### src/rtl/controle_display.sv
// rtl/controle_display.sv - 16-bit signed value to six-digit display codes via iterative double-dabble
module controle_display (
    input  logic        clock,
    input  logic        reset,
    input  logic        escrever,
    input  logic [15:0] valor,
    output logic        ocupado,
    output logic        pronto,
    output logic [23:0] digitos,
    output logic [5:0]  habilita
);

    localparam logic [1:0] OCIOSO   = 2'd0;
    localparam logic [1:0] CONVERTE = 2'd1;
    localparam logic [1:0] FORMATA  = 2'd2;

    logic [1:0]  state_q, state_d;
    logic        sign_q, sign_d;
    logic [15:0] mag_q, mag_d;
    logic [19:0] bcd_q, bcd_d;
    logic [3:0]  cnt_q, cnt_d;
    logic [23:0] dig_q, dig_d;
    logic [5:0]  hab_q, hab_d;
    logic        pronto_q, pronto_d;
    logic        ocupado_q, ocupado_d;

    logic [19:0] bcd_adj;
    logic [23:0] bcd_ext;
    logic [2:0]  msd;
    logic [23:0] fmt_dig;
    logic [5:0]  fmt_hab;

    always_comb begin
        bcd_adj = bcd_q;
        for (int i = 0; i < 5; i++) begin
            if (bcd_q[4*i +: 4] >= 4'd5) begin
                bcd_adj[4*i +: 4] = bcd_q[4*i +: 4] + 4'd3;
            end
        end
    end

    // Position 5 can only ever hold the minus sign, so it reads a zero pad here.
    always_comb begin
        bcd_ext = {4'h0, bcd_q};
        msd     = 3'd0;
        for (int i = 1; i < 5; i++) begin
            if (bcd_q[4*i +: 4] != 4'd0) begin
                msd = 3'(i);
            end
        end
        fmt_dig = 24'hFFFFFF;
        fmt_hab = 6'b000000;
        for (int i = 0; i < 6; i++) begin
            if (3'(i) <= msd) begin
                fmt_dig[4*i +: 4] = bcd_ext[4*i +: 4];
                fmt_hab[i]        = 1'b1;
            end else if (sign_q && (3'(i) == msd + 3'd1)) begin
                fmt_dig[4*i +: 4] = 4'd10;
                fmt_hab[i]        = 1'b1;
            end
        end
    end

    always_comb begin
        state_d  = state_q;
        sign_d   = sign_q;
        mag_d    = mag_q;
        bcd_d    = bcd_q;
        cnt_d    = cnt_q;
        dig_d    = dig_q;
        hab_d    = hab_q;
        pronto_d = 1'b0;
        case (state_q)
            OCIOSO: begin
                if (escrever) begin
                    sign_d  = valor[15];
                    mag_d   = valor[15] ? (~valor + 16'd1) : valor;
                    bcd_d   = 20'd0;
                    cnt_d   = 4'd0;
                    state_d = CONVERTE;
                end
            end
            CONVERTE: begin
                {bcd_d, mag_d} = {bcd_adj[18:0], mag_q, 1'b0};
                cnt_d          = cnt_q + 4'd1;
                if (cnt_q == 4'd15) begin
                    state_d = FORMATA;
                end
            end
            FORMATA: begin
                dig_d    = fmt_dig;
                hab_d    = fmt_hab;
                pronto_d = 1'b1;
                state_d  = OCIOSO;
            end
            default: begin
                state_d = OCIOSO;
            end
        endcase
        ocupado_d = (state_d != OCIOSO);
    end

    always_ff @(posedge clock) begin
        if (reset) begin
            state_q   <= OCIOSO;
            sign_q    <= 1'b0;
            mag_q     <= 16'd0;
            bcd_q     <= 20'd0;
            cnt_q     <= 4'd0;
            dig_q     <= 24'h000000;
            hab_q     <= 6'b000000;
            pronto_q  <= 1'b0;
            ocupado_q <= 1'b0;
        end else begin
            state_q   <= state_d;
            sign_q    <= sign_d;
            mag_q     <= mag_d;
            bcd_q     <= bcd_d;
            cnt_q     <= cnt_d;
            dig_q     <= dig_d;
            hab_q     <= hab_d;
            pronto_q  <= pronto_d;
            ocupado_q <= ocupado_d;
        end
    end

    assign ocupado  = ocupado_q;
    assign pronto   = pronto_q;
    assign digitos  = dig_q;
    assign habilita = hab_q;

endmodule

### config.mk
export PLATFORM = sky130hd
export DESIGN_NAME = controle_display
export DESIGN_NICKNAME = d
export VERILOG_FILES = /design/src/rtl/controle_display.sv
export SDC_FILE = /design/constraint.sdc
export NUM_CORES = 1
export LEC_CHECK = 0
export ABC_CLOCK_PERIOD_IN_PS = 2200
export CAP_MARGIN = 15
export CORE_MARGIN = 3
export CORE_UTILIZATION = 50
export DETAILED_ROUTE_END_ITERATION = 10
export GPL_TIMING_DRIVEN = 0
export PLACE_DENSITY = 0.78
export SYNTH_ARGS = -nofsm -noshare
export SYNTH_HDL_FRONTEND = slang
export SYNTH_SLANG_ARGS = --single-unit
### constraint.sdc
create_clock -name clock -period 2.2 [get_ports clock]
set_input_delay 0.22 -clock clock [delete_from_list [all_inputs] [get_ports clock]]
set_output_delay 0.22 -clock clock [all_outputs]
set_load 0.03 [all_outputs]
==> run summary <==
====================================================================================
Floorplan Core Area                                                     0.00653 mm^2
Achievable Freq                                                            0.474 GHz
Critical path peak fanout                                                          6
Combinational power share                                                       9.1%
Number of buffers added on ports                                                  49
GR Util All Layers                                                             23.0%
Data required time at the worst endpoint                                     2.47 ns
Sequential element share of the synthesized area                               42.0%
CTS H-tree depth                                                                   3
Final period demand of the worst path                                        2.11 ns
Register bit count reported by yosys                                              73
Gate count after technology mapping                                              387
Path type of the worst setup path                                       flip-flop to flip-flop
Aggregate negative setup slack                                                  0 ns
Power per Cell Area                                                      593 mW/mm^2
Number of cells traversed by the worst register-to-register path                   8
Sum of overflow across all layers after global routing                             0
Ant diodes                                                                         0
Number of clock sinks                                                             73
Portion of total power attributed to the clock network                         36.5%
Tightest Hold Check Type                                                input port to flip-flop
Commonest non-fill, non-tap cells in the layout                         sky130_fd_sc_hd__dfxtp_1 (73), sky130_fd_sc_hd__clkdlybuf4s50_1 (49), sky130_fd_sc_hd__nor2_1 (44), sky130_fd_sc_hd__a21oi_1 (22)
Violation count after the first detailed-route iteration                         185
Net count reported at finish                                                     480
Average size of a mapped cell                                              8.98 um^2
Ports                                                                             51
Skew-Pair Late Insertion Delay                                               0.35 ns
CTS tree                                                                        done
Status                                                                  finished clean
Count of final max-slew check failures                                             0
Area growth, synth to finish                                                   21.8%
Drc violations                                                                     0
Global-route wire length before repair                                      14000 um
Cells on Worst Hold Path                                                           2
Number of unique standard cell types used by synthesis                            57
Final critical-path share of the clock period                                  96.0%
Final setup violation count                                                        0
Yosys warnings                                                                     0
Area of the die                                                         0.00799 mm^2
Worst slack at placement                                                   0.0663 ns
Starting density of the core                                                   53.2%
Share of synthesized flip-flops with an asynchronous set or reset                 0%
Slew at the pin with the worst max-slew slack                               0.662 ns
Netlist area before placement                                           0.00348 mm^2
Prevailing post-synth register cell                                     sky130_fd_sc_hd__dfxtp_1
Most common library cell in the layout ignoring fill and taps           sky130_fd_sc_hd__dfxtp_1
CP Data Arrival Time                                                         2.38 ns
CTS buffer count                                                                   9
Row count                                                                         29
Share of total power in sequential cells                                       54.4%
Total wirelength of the detailed-routed design                               8500 um
Weighted congestion at the end of routability-driven global placement          0.891
Clock slew seen by the registers of the worst setup and hold paths           0.07 ns
Y dimension of the die                                                       89.4 um
Critical path startpoint category                                          flip-flop
Vias                                                                            3138
Switching power as a share of total power                                      24.2%
Vias in the first global route                                                  2915
Start of the worst register-to-register path                               bcd_q[12]
Hold-fix buffer count after cts                                                    0
Pin count of the biggest net entering global routing                              11
Clock tree buffer depth                                                            2
Final worst clock skew                                                    0.00383 ns
Final Hold Fails                                                                   0
RSZ-0062 raised after global routing                                              no
Post-route antenna net violation count                                             0
End point of the worst hold path                                             ocupado
Hold path startpoint                                                           reset
Crit path setup slack, layout                                              0.0888 ns
Detailed placer's ending HPWL                                                6120 um
Chip Width                                                                   89.4 um
Maximum vdd drop                                                              332 uV
Leakage power of the design                                               0.00152 uW
Slew headroom                                                                  55.9%
Critical path capture point type                                           flip-flop
Synth Net Count                                                                  419
Worst hold slack after final layout                                         0.421 ns
End of the worst register-to-register path                                digitos[5]
P_int                                                                        1910 uW
Net Sw Power                                                                  607 uW
Count of flip-flops with a built-in enable after synthesis                         0
Routed len/inst                                                              16.1 um
Count of max-cap constraint violations                                             0
Detail-routed via count per cell                                                5.94
CTS Root Buffer Type                                                    sky130_fd_sc_hd__clkbuf_8
Flop-to-flop setup slack                                                     0.09 ns
Initial antenna violation count                                                    0
Number of iterations in the first detailed-routing pass                            5
Fraction of layout instances using a drive strength above 1                    7.32%
====================================================================================
## state kept, by name, indices dropped and copies added, names as in the netlist
signal    count
cnt_q         4
habilita      6
digitos      22
sign_q        1
bcd_q        20
mag_q        16
state_q       2
ocupado       1
pronto        1
## synth_stat cells (2+ instances only)
master | count | area [um^2]
sky130_fd_sc_hd__dfxtp_1 | 73 | 1460
sky130_fd_sc_hd__nor2_1 | 44 | 165
sky130_fd_sc_hd__a21oi_1 | 22 | 110
sky130_fd_sc_hd__inv_1 | 19 | 71.3
sky130_fd_sc_hd__nor3_1 | 19 | 95.1
sky130_fd_sc_hd__nand2_1 | 18 | 67.6
sky130_fd_sc_hd__clkbuf_1 | 16 | 60.1
sky130_fd_sc_hd__xnor2_1 | 15 | 131
sky130_fd_sc_hd__ha_1 | 13 | 163
sky130_fd_sc_hd__o22ai_1 | 13 | 81.3
sky130_fd_sc_hd__nand2b_1 | 12 | 75.1
sky130_fd_sc_hd__o21ai_0 | 12 | 60.1
sky130_fd_sc_hd__a22oi_1 | 11 | 82.6
sky130_fd_sc_hd__a211oi_1 | 6 | 45.0
sky130_fd_sc_hd__mux2i_1 | 6 | 60.1
sky130_fd_sc_hd__o31ai_1 | 6 | 45.0
sky130_fd_sc_hd__a22o_1 | 5 | 43.8
sky130_fd_sc_hd__a32o_1 | 5 | 50.1
sky130_fd_sc_hd__buf_2 | 5 | 25.0
sky130_fd_sc_hd__a31oi_1 | 4 | 25.0
sky130_fd_sc_hd__o32ai_1 | 4 | 35.0
sky130_fd_sc_hd__xor2_1 | 4 | 35.0
sky130_fd_sc_hd__a222oi_1 | 3 | 30.0
sky130_fd_sc_hd__a311oi_1 | 3 | 26.3
sky130_fd_sc_hd__a41oi_1 | 3 | 26.3
sky130_fd_sc_hd__nand3b_1 | 3 | 22.5
sky130_fd_sc_hd__nor4_1 | 3 | 18.8
sky130_fd_sc_hd__or3b_4 | 3 | 33.8
sky130_fd_sc_hd__a211o_1 | 2 | 17.5
sky130_fd_sc_hd__buf_1 | 2 | 7.51
sky130_fd_sc_hd__buf_4 | 2 | 15.0
sky130_fd_sc_hd__nand3_1 | 2 | 10.0
sky130_fd_sc_hd__nand4_1 | 2 | 12.5
sky130_fd_sc_hd__nor2b_1 | 2 | 12.5
sky130_fd_sc_hd__nor3b_1 | 2 | 15.0
sky130_fd_sc_hd__o21a_1 | 2 | 15.0
## logic make-up (layout without fill, tap and decap cells)
family	count (synthesis)	count (layout)	share of synthesized area (%)
and+or+nand+nor	118	118	17.8
muxes	6	6	1.73
buffers and inverters	46	110	5.58
adders and majority gates	13	13	4.68
xor gates and xnor gates	19	19	4.79
AOI/OAI and AO/OA	112	112	23.4
DFF	73	73	42.0
## metal layers
metal	routed length (um)	GRT usage [%]
met4	189	11.9
met2	4190	39.0
met5	0	0
met3	482	4.15
met1	3640	27.7
## stage by stage
stage | instance area, um^2 | util, % | std cells | power [uW]
6_report | 4240 | 64.9 | 528 | 2510
5_1_grt | 4240 | 64.9 | 528 | 2600
4_1_cts | 4230 | 64.7 | 527 | 2520
3_5_place_dp | 4060 | 62.2 | 513 | 1620
3_3_place_gp | 4060 | 62.2 | 513 | 1610
2_1_floorplan | 3480 | - | 387 | 1530
## worst max-delay path by stage
stage	to	from
after CTS	digitos[4]	bcd_q[12]
after floorplan	digitos[8]	bcd_q[4]
after detailed placement	mag_q[11]	valor[15]
after global routing	digitos[5]	bcd_q[13]
final	digitos[5]	bcd_q[12]
after global placement	bcd_q[1]	escrever
## power by group through the flow
stage	Combinational [uW]	Clock, uW	Sequential, uW
final	228	917	1370
after CTS	227	929	1370
after floorplan	138	0	1390
after global routing	251	985	1370
after detailed placement	226	0	1400
after global placement	219	0	1390
## worst max-delay path, cell delays in order (launching register included)
cell and delay [ns]:
sky130_fd_sc_hd__dfxtp_1 0.35, sky130_fd_sc_hd__inv_1 0.12, sky130_fd_sc_hd__ha_2 0.23, sky130_fd_sc_hd__or3b_1 0.36, sky130_fd_sc_hd__buf_6 0.15, sky130_fd_sc_hd__nor4_4 0.40, sky130_fd_sc_hd__buf_4 0.19, sky130_fd_sc_hd__nor3_1 0.04
sky130_fd_sc_hd__nor3_1 0.18
## area by class of cell
type                            instances  area [um^2]
Fill cell                             593         2290
Multi-Input combinational cell        268         1820
Sequential cell                        73         1460
Timing Repair Buffer                   50          498
Clock buffer                           14          163
Buffer                                 26          119
Tap cell                               77         96.3
Inverter                               20         75.1
## timing repair
item | in CTS | in global routing
gates resized for setup | 0 | 1
setup endpoints to repair | 0 | 1
buffers inserted | 0 | 1
(Power assumes the default switching activity.)
